===== src/rtl/posit_decode_pkg.sv =====
// Shared definitions for the posit (es=3) unpacker: field widths, FSM state
// encoding and the regime-value helper. The same field set is consumed by
// round_off on the output side.
package posit_decode_pkg;

    localparam int N  = 32;  // posit width
    localparam int ES = 3;   // exponent field width
    localparam int KW = 6;   // signed regime width, range -31..+30
    localparam int MW = 32;  // mantissa width, bit MW-1 is the hidden 1

    typedef enum logic [2:0] {
        IDLE     = 3'd0,
        CHECK    = 3'd1,
        SCAN     = 3'd2,
        EXTRACT  = 3'd3,
        COMPLETE = 3'd4
    } state_t;

    // A run of m ones encodes k = m-1; a run of m zeros encodes k = -m.
    function automatic logic [KW-1:0] regime_k(input logic r0, input logic [4:0] m);
        logic [KW-1:0] mx;
        mx = KW'(m);
        return r0 ? (mx - KW'(1)) : (-mx);
    endfunction

endpackage


===== src/rtl/posit_decode_if.sv =====
// Request/result bundle of the posit unpacker.
//   start, posit_in             : requester -> decoder (start is a level)
//   sign_out, k_out, exp_out,
//   mantissa_out, zero_out,
//   nar_out, busy, done         : decoder -> requester
interface posit_decode_if;
    import posit_decode_pkg::*;

    logic          start;
    logic [N-1:0]  posit_in;
    logic          sign_out;
    logic [KW-1:0] k_out;
    logic [ES-1:0] exp_out;
    logic [MW-1:0] mantissa_out;
    logic          zero_out;
    logic          nar_out;
    logic          busy;
    logic          done;

    modport master (
        output start, posit_in,
        input  sign_out, k_out, exp_out, mantissa_out, zero_out, nar_out, busy, done
    );

    modport slave (
        input  start, posit_in,
        output sign_out, k_out, exp_out, mantissa_out, zero_out, nar_out, busy, done
    );

endinterface


===== src/rtl/posit_field_extract.sv =====
// Combinational exponent/fraction splitter.
//   word_i : working (non-negative) posit word
//   rem_i  : number of bits left below the regime terminator (0 if none)
//   exp_o  : next ES bits below the terminator, zero-padded at the LSBs
//   frac_o : remaining bits, left-aligned, zero fill (hidden bit excluded)
module posit_field_extract
    import posit_decode_pkg::*;
(
    input  logic [N-1:0]  word_i,
    input  logic [4:0]    rem_i,
    output logic [ES-1:0] exp_o,
    output logic [MW-2:0] frac_o
);

    logic [5:0]   sh;
    logic [N-1:0] aligned;

    // Shift the bits below the terminator up to the MSB; anything short of a
    // full exponent field naturally fills with zeros from the right.
    assign sh      = 6'(N) - {1'b0, rem_i};
    assign aligned = word_i << sh;

    assign exp_o  = aligned[N-1 -: ES];
    assign frac_o = {aligned[N-ES-1:0], {(MW-1-(N-ES)){1'b0}}};

endmodule


===== src/rtl/posit_decode.sv =====
// Multi-cycle unpacker for 32-bit posits (es=3). Scans the regime one bit per
// cycle, then splits exponent and fraction in a single EXTRACT step.
//   clk : rising-edge clock
//   rst : synchronous reset, active high
//   bus : posit_decode_if.slave (start/posit_in in, decoded fields + busy/done out)
module posit_decode
    import posit_decode_pkg::*;
(
    input  logic          clk,
    input  logic          rst,
    posit_decode_if.slave bus
);

    state_t        state_q, state_d;
    logic [N-1:0]  word_q, word_d;
    logic          r0_q, r0_d;
    logic [4:0]    idx_q, idx_d;
    logic [4:0]    m_q, m_d;
    logic          term_q, term_d;
    logic          sign_q, sign_d;
    logic [KW-1:0] k_q, k_d;
    logic [ES-1:0] exp_q, exp_d;
    logic [MW-1:0] mant_q, mant_d;
    logic          zero_q, zero_d;
    logic          nar_q, nar_d;

    logic [N-1:0]  mag;
    logic [4:0]    rem;
    logic [ES-1:0] fx_exp;
    logic [MW-2:0] fx_frac;

    // Negative posits are decoded from their two's complement.
    assign mag = word_q[N-1] ? (-word_q) : word_q;
    // Without a terminator the regime consumed every bit.
    assign rem = term_q ? idx_q : 5'd0;

    posit_field_extract u_fx (
        .word_i (word_q),
        .rem_i  (rem),
        .exp_o  (fx_exp),
        .frac_o (fx_frac)
    );

    always_comb begin
        state_d = state_q;
        word_d  = word_q;
        r0_d    = r0_q;
        idx_d   = idx_q;
        m_d     = m_q;
        term_d  = term_q;
        sign_d  = sign_q;
        k_d     = k_q;
        exp_d   = exp_q;
        mant_d  = mant_q;
        zero_d  = zero_q;
        nar_d   = nar_q;
        case (state_q)
            IDLE: begin
                if (bus.start) begin
                    word_d  = bus.posit_in;
                    state_d = CHECK;
                end
            end
            CHECK: begin
                sign_d  = 1'b0;
                k_d     = '0;
                exp_d   = '0;
                mant_d  = '0;
                zero_d  = 1'b0;
                nar_d   = 1'b0;
                if (word_q == '0) begin
                    zero_d  = 1'b1;
                    state_d = COMPLETE;
                end else if (word_q == {1'b1, {(N-1){1'b0}}}) begin
                    nar_d   = 1'b1;
                    state_d = COMPLETE;
                end else begin
                    sign_d  = word_q[N-1];
                    word_d  = mag;
                    r0_d    = mag[N-2];
                    idx_d   = 5'(N-2);
                    m_d     = '0;
                    term_d  = 1'b0;
                    state_d = SCAN;
                end
            end
            SCAN: begin
                if (word_q[idx_q] == r0_q) begin
                    m_d = m_q + 5'd1;
                    if (idx_q == '0) state_d = EXTRACT;
                    else             idx_d   = idx_q - 5'd1;
                end else begin
                    // idx stays on the terminator so rem counts the bits below it
                    term_d  = 1'b1;
                    state_d = EXTRACT;
                end
            end
            EXTRACT: begin
                k_d     = regime_k(r0_q, m_q);
                exp_d   = fx_exp;
                mant_d  = {1'b1, fx_frac};
                state_d = COMPLETE;
            end
            COMPLETE: begin
                if (!bus.start) state_d = IDLE;
            end
            default: state_d = IDLE;
        endcase
    end

    always_ff @(posedge clk) begin
        if (rst) begin
            state_q <= IDLE;
            word_q  <= '0;
            r0_q    <= 1'b0;
            idx_q   <= '0;
            m_q     <= '0;
            term_q  <= 1'b0;
            sign_q  <= 1'b0;
            k_q     <= '0;
            exp_q   <= '0;
            mant_q  <= '0;
            zero_q  <= 1'b0;
            nar_q   <= 1'b0;
        end else begin
            state_q <= state_d;
            word_q  <= word_d;
            r0_q    <= r0_d;
            idx_q   <= idx_d;
            m_q     <= m_d;
            term_q  <= term_d;
            sign_q  <= sign_d;
            k_q     <= k_d;
            exp_q   <= exp_d;
            mant_q  <= mant_d;
            zero_q  <= zero_d;
            nar_q   <= nar_d;
        end
    end

    assign bus.sign_out     = sign_q;
    assign bus.k_out        = k_q;
    assign bus.exp_out      = exp_q;
    assign bus.mantissa_out = mant_q;
    assign bus.zero_out     = zero_q;
    assign bus.nar_out      = nar_q;
    assign bus.done         = (state_q == COMPLETE);
    assign bus.busy         = (state_q != IDLE) && (state_q != COMPLETE);

endmodule


===== src/flat_wrapper.sv =====
// flat-port wrapper written by rule: the top's interface ports become plain ports
module posit_decode_flat import posit_decode_pkg::*;
  (clk, rst, bus_start, bus_posit_in, bus_sign_out, bus_k_out, bus_exp_out, bus_mantissa_out, bus_zero_out, bus_nar_out, bus_busy, bus_done);
  posit_decode_if bus_i ();
  input  logic clk;
  input  logic rst;
  input wire logic [$bits(bus_i.start)-1:0] bus_start;
  input wire logic [$bits(bus_i.posit_in)-1:0] bus_posit_in;
  output wire logic [$bits(bus_i.sign_out)-1:0] bus_sign_out;
  output wire logic [$bits(bus_i.k_out)-1:0] bus_k_out;
  output wire logic [$bits(bus_i.exp_out)-1:0] bus_exp_out;
  output wire logic [$bits(bus_i.mantissa_out)-1:0] bus_mantissa_out;
  output wire logic [$bits(bus_i.zero_out)-1:0] bus_zero_out;
  output wire logic [$bits(bus_i.nar_out)-1:0] bus_nar_out;
  output wire logic [$bits(bus_i.busy)-1:0] bus_busy;
  output wire logic [$bits(bus_i.done)-1:0] bus_done;
  assign bus_i.start = bus_start;
  assign bus_i.posit_in = bus_posit_in;
  assign bus_sign_out = bus_i.sign_out;
  assign bus_k_out = bus_i.k_out;
  assign bus_exp_out = bus_i.exp_out;
  assign bus_mantissa_out = bus_i.mantissa_out;
  assign bus_zero_out = bus_i.zero_out;
  assign bus_nar_out = bus_i.nar_out;
  assign bus_busy = bus_i.busy;
  assign bus_done = bus_i.done;
  posit_decode u_core (.clk(clk), .rst(rst), .bus(bus_i));
endmodule

===== config.mk =====
export PLATFORM = sky130hd
export DESIGN_NAME = posit_decode_flat
export DESIGN_NICKNAME = d
export VERILOG_FILES = /design/src/rtl/posit_decode_pkg.sv /design/src/rtl/posit_decode_if.sv /design/src/rtl/posit_field_extract.sv /design/src/rtl/posit_decode.sv /design/src/flat_wrapper.sv
export SDC_FILE = /design/constraint.sdc
export NUM_CORES = 1
export LEC_CHECK = 0
export CORE_UTILIZATION = 41
export CTS_CLUSTER_SIZE = 20
export DETAILED_ROUTE_END_ITERATION = 16
export PLACE_DENSITY_LB_ADDON = 0.12
export SETUP_SLACK_MARGIN = 0.3
export SLEW_MARGIN = 20
export SYNTH_ARGS = -nofsm -noshare
export SYNTH_HDL_FRONTEND = slang
export SYNTH_SLANG_ARGS = --single-unit

===== constraint.sdc =====
create_clock -name clk -period 4.3 [get_ports clk]
set_clock_uncertainty 0.2 [all_clocks]
set_input_delay 0.86 -clock clk [delete_from_list [all_inputs] [get_ports clk]]
set_output_delay 0.86 -clock clk [all_outputs]
set_load 0.005 [all_outputs]

==> flow_summary.yaml, run 1 <==
sta:
  hold_viol: 0
  final_min_period_ns: 3.35
  finalSetupViolCount: 0
  timing.slew.headroom_pct: 41.8
  rsz0062_at_grt: "no"
  timing_max_transition_violations_final: 0
  timing.fmax_ghz: 0.298
  timing.setup.tns_ns: 0
  worst_slew_pin_slew_ns: 0.866
  hold_ws_ns: 0.242
  period_share_pct: 78.0
logic_synthesis:
  synth.ff_latch_count: 89
  synth.avg_cell_area_um2: 8.49
  synth-seq-area-share_pct: 27.8
  yosysWarnings: 0
  synth-xor-area-share_pct: 3.41
  synth.top_cell.area_share_pct: 27.8
  synth_enable_flop_cells: 0
  netlist_area_um2: 6410
  synth_cell_types: 75
  muxShareOfSynthArea_pct: 20.5
  yosys.area_share.simple_pct: 22.6
  synthAdderAreaFrac_pct: 1.17
  synth-async-reset-ratio_pct: 0
  synth_area_leaders: "dfxtp_1 28%, mux4_2 11%, mux2i_1 9.1%"
  synth_compound_area_share_pct: 18.2
  post_synth_inst_count: 756
  synth_top_area_cell: "dfxtp_1"
  dominant_combinational_cell_family_by_area_after_synthesis: "simple AND/OR/NAND/NOR gates"
  synth_flop_cell: "dfxtp_1"
cells_and_area:
  multi_input_area_um2: 4240
  post_layout_nonfiller_instances: 997
  finalNetCount: 823
  fillers: 1438
  final_common_cell: "nand2_1"
  mostFrequentLayoutCells: "91 x nand2_1, 89 x dfxtp_1, 87 x nor2_1, 77 x clkdlybuf4s50_1, 58 x mux2i_1"
  synthToLayoutAreaGrowth_pct: 16.4
  num_antenna_cells: 0
  drive_gt1_share_pct: 12.3
  seqCellArea_um2: 1780
clock_network:
  tritoncts_num_sinks: 89
  clk_latency_ns: 0.35
  cts.clk_slew.worst_paths_ns: 0.06
  cts-buffers-inserted: 9
  cts_hold_buf: 0
  clockBufferDepth: 2
  clockRootBuffer: "clkbuf_16"
  post_cts_resized: 0
  clock_tree_from_tritoncts: "done"
  post_cts_setup_buffer_count: 0
  ctsHtreeMaxLevel: 3
global_route:
  grt_start_max_net_pins: 64
  track_usage_pct: 24.4
  vias_in_the_first_global_route: 5757
  grt-ovfl-total: 0
  antenna_found_initial: 0
  grt_pass1_wl_um: 31000
route:
  vias: 5997
  drtPass1Iterations: 5
  routed_via_density: 6.02
  detail_route.wirelength_um: 19000
  detail_route.drc_violations: 0
  detail_route.iter0.violations: 530
  detail-route-antenna-nets: 0
  wl_per_cell_um: 19.1
floorplanning:
  dieArea_um2: 16200
  initial_core_util_pct: 42.0
  die_x_um: 127
  placementRows: 45
  coreArea_um2: 15300
  io_pins: 81
  die_h_um: 127
placed_design:
  io_buffers: 78
  hpwl_um: 13600
  numPlacedInstances: 982
  gpl.final_weighted_congestion: 0.854
worst_hold_path:
  hold_end: "u_core.bus.mantissa_out[15]"
  holdCritStartpoint: "u_core.bus.mantissa_out[15]"
  hold-path-cell-count: 2
  hold_path.class: "reg -> reg"
setup_path:
  critical_path.max_fanout: 29
  startpoint_type_of_the_worst_setup_path: "register"
  endpoint_of_the_worst_register_to_register_path: "u_core.bus.mantissa_out[17]"
  cp-end-kind: "register"
  path_depth_of_the_worst_reg2reg_path: 8
  crit_type: "reg -> reg"
  worst-endpoint-arrival_ns: 3.40
  critical_path.reg2reg.startpoint: "u_core.idx_q[0]"
  required_ns: 4.35
  reg2reg_setup_slack_ns: 0.95
power:
  pwr_density_cell_nw_per_um2: 360
  leakage_nw: 2.86
  peakVddDrop_uv: 187
status:
  status: "finished, final reports clean"
flow_run:
  maxCapViolations: 0
-- flip-flops by register name, indices dropped and copies added (netlist names), 3 cells and up --
| signal | cells |
|---|---|
| u_core.word_q | 32 |
| u_core.state_q | 3 |
| u_core.idx_q | 5 |
| u_core.bus.k_out | 6 |
| u_core.m_q | 5 |
| u_core.bus.mantissa_out | 30 |
| u_core.bus.exp_out | 3 |
-- routing by layer --
layer	vias to the layer above	track usage [%]	routed length [µm]
li1	2830	-	-
met1	2870	32.6	8540
met2	250	38.0	8650
met3	47	5.32	1200
met4	0	10.6	646
met5	-	0	0
-- Yosys cell counts, types with 8 or more instances --
library cell	n
nor3_1	28
mux2i_1	58
xnor2_1	17
dfxtp_1	89
a22oi_1	27
nor2_1	87
mux4_2	30
a221oi_1	9
inv_1	11
or3_1	8
xor2_1	8
nor4_1	9
nand2_1	92
nand3_1	17
buf_2	9
a21oi_1	24
clkbuf_1	52
o21ai_0	27
-- kinds of logic (layout without fill, tap and decap cells) --
family                     Yosys count  after routing
xor gates and xnor gates            25             25
other                                1              2
buffers and inverters               88            117
AOI/OAI and AO/OA                  158            158
DFF                                 89             89
adders and majority gates            6              6
and+or+nand+nor                    296            296
muxes                               93             93
-- cell type report --
class / instances / share of cell area, %
Multi-Input combinational cell: 580 / 56.8
Timing Repair Buffer: 91 / 11.7
Clock buffer: 12 / 3.30
Inverter: 11 / 0.553
Tap cell: 211 / 3.54
Clock inverter: 3 / 0.235
Sequential cell: 89 / 23.9
-- stage by stage --
step	util (%)	area [µm²]	setup slack [ns]	power, W
3_5_place_dp	47.2	7190	0.937	0.00195
3_3_place_gp	47.2	7190	1.02	0.00193
6_report	48.9	7470	0.946	0.00269
2_1_floorplan	-	6420	0.784	0.00171
5_1_grt	48.9	7470	0.777	0.00284
4_1_cts	48.9	7460	0.941	0.00270
-- how the worst max path moves through the flow --
stage	from	to	slack [ns]	cells past startpoint
2_1_floorplan	u_core.idx_q[0]	u_core.bus.mantissa_out[26]	0.78	13
3_3_place_gp	u_core.idx_q[0]	u_core.bus.mantissa_out[17]	1.02	8
3_5_place_dp	u_core.idx_q[0]	u_core.bus.mantissa_out[17]	0.94	8
4_1_cts	u_core.idx_q[0]	u_core.bus.mantissa_out[17]	0.94	8
5_1_grt	u_core.idx_q[0]	u_core.bus.mantissa_out[17]	0.78	8
6_report	u_core.idx_q[0]	u_core.bus.mantissa_out[17]	0.95	8
-- report_power, final --
| part | total (W) | switching (W) | internal, W |
|---|---|---|---|
| sequential | 0.00104 | 0.000161 | 0.000881 |
| clock | 0.000740 | 0.000337 | 0.000403 |
| combinational | 0.000907 | 0.000509 | 0.000398 |
| total | 0.00269 | 0.00101 | 0.00168 |
-- critical path, cell delays in order (launching register included) --
cell	delay, ns
dfxtp_1	0.58
nand2_2	0.09
ha_1	0.26
and3b_1	0.26
or2_2	0.55
mux4_2	0.44
mux2i_1	0.40
mux2i_1	0.20
a22o_1	0.26
Note: power is estimated with default switching activity, not from simulation.
==> run 2, diff against run 1 <==
- clock period: 4.3 -> 3.2 ns (I/O delays scaled with it)
==> flow_summary.yaml, run 2 (synthesis results as in run 1) <==
setup_path:
  critical_path.max_fanout: 11
  path_depth_of_the_worst_reg2reg_path: 6
  worst-endpoint-arrival_ns: 2.87
  cp-end-kind: "register"
  startpoint_type_of_the_worst_setup_path: "register"
  required_ns: 3.24
  crit_type: "reg -> reg"
route:
  detail_route.drc_violations: 0
  detail_route.iter0.violations: 422
  detail_route.wirelength_um: 20000
  drtPass1Iterations: 5
  detail-route-antenna-nets: 0
  wl_per_cell_um: 19.4
  routed_via_density: 5.98
  vias: 6142
floorplanning:
  initial_core_util_pct: 42.0
  die_x_um: 127
  die_h_um: 127
  coreArea_um2: 15300
  placementRows: 45
  io_pins: 81
  dieArea_um2: 16200
cells_and_area:
  num_antenna_cells: 0
  top_register: "u_core.word_q"
  final_common_cell: "nand2_1"
  finalNetCount: 852
  drive_gt1_share_pct: 17.8
  synthToLayoutAreaGrowth_pct: 23.6
  final_core_utilization_pct: 51.9
  mostFrequentLayoutCells: "91 x nand2_1, 86 x nor2_1, 84 x dfxtp_1, 77 x clkdlybuf4s50_1, 57 x mux2i_1"
  largest_register_ffs: 32
power:
  cellInternalPower_w: 0.00260
  part_of_the_total_power_dissipated_in_sequential_elements_pct: 34.1
  peakVddDrop_uv: 258
  leakage_nw: 3.08
  p_switching_w: 0.00143
  power.share.combinational_pct: 34.3
  power.switching_fraction_pct: 35.5
  pwr_density_cell_nw_per_um2: 508
  power.clock.fraction_pct: 31.6
sta:
  period_share_pct: 88.3
  timing_max_transition_violations_final: 0
  timing.slew.headroom_pct: 40.9
  timing.fmax_ghz: 0.354
  timing.setup.tns_ns: 0
  hold_viol: 0
  final_min_period_ns: 2.82
  worst_slew_pin_slew_ns: 0.886
  finalSetupViolCount: 0
  rsz0062_at_grt: "yes"
global_route:
  track_usage_pct: 25.6
  antenna_found_initial: 0
  grt_pass1_wl_um: 32400
  grt-ovfl-total: 0
  grt_start_max_net_pins: 77
  vias_in_the_first_global_route: 5850
placed_design:
  hpwl_um: 14300
  io_buffers: 78
  gpl.final_weighted_congestion: 0.872
worst_hold_path:
  hold_path.class: "reg -> reg"
  hold-path-cell-count: 2
clock_network:
  tritoncts_num_sinks: 89
  ctsHtreeMaxLevel: 3
  clock_tree_from_tritoncts: "done"
  cts.clk_slew.worst_paths_ns: 0.07
  cts-buffers-inserted: 9
  clockBufferDepth: 2
  clk_latency_ns: 0.36
  cts_hold_buf: 0
  clockRootBuffer: "clkbuf_16"
flow_run:
  maxCapViolations: 0
status:
  status: "finished, final reports clean"
==> run 2: final timing paths <==
kind | startpoint | end | slack (ns)
setup reg to reg | u_core.word_q[19] | u_core.idx_q[2] | 0.38
setup / recovery | u_core.word_q[19] | u_core.idx_q[2] | 0.38
hold reg to reg | u_core.bus.mantissa_out[15] | u_core.bus.mantissa_out[15] | 0.24
hold / removal | u_core.bus.mantissa_out[15] | u_core.bus.mantissa_out[15] | 0.24
==> run 2: area by class of cell <==
cell class                 count  area (µm²)
fill                        1462        7330
multi-input combinational    580        4330
sequential                    89        1790
timing repair buffer         120        1150
tap                          211         264
clock buffer                  10         239
clock inverter                 6         114
inverter                      11        41.3
==> run 2: stage by stage <==
stage               hold WS [ns]  instance area [µm²]  setup WS, ns  cells  power (W)
floorplan                  0.239                 6490         0.320    757    0.00231
global placement           0.232                 7480         0.241   1010    0.00269
detailed placement         0.235                 7480         0.232   1010    0.00271
CTS                        0.245                 7850         0.285   1026    0.00399
global route               0.302                 7930         0.296   1027    0.00423
finish                     0.241                 7930         0.375   1027    0.00402
==> run 2: power groups by stage <==
stage               clock, W  combinational, W  sequential [W]
floorplan                  0           0.00107         0.00125
global placement           0           0.00131         0.00138
detailed placement         0           0.00133         0.00138
CTS                  0.00129           0.00134         0.00136
global route         0.00133           0.00151         0.00139
finish               0.00127           0.00138         0.00137
==> run 2: critical path, stage by stage (launching register included) <==
cell and delay, ns:
dfxtp_2 0.41, or4_4 0.57, or3_4 0.39, or3_4 0.44, o21ai_2 0.27, nand2_1 0.14
o221a_2 0.28
==> run 2: timing repair <==
item,CTS,global route
endpoints found under the setup margin,21,53
gates cloned,0,0
gates resized for setup,5,16
buffers inserted,0,1
pin swaps,0,3
==> run 2: metal layers <==
layer	GRT usage, %	part of all wire, %	wire length [µm]	vias up
li1	-	-	-	2885
met3	4.36	6.1	1220	33
met4	8.68	2.3	469	0
met2	40.7	46	9170	238
met1	35.2	46	9110	2986
met5	0	0	0	-
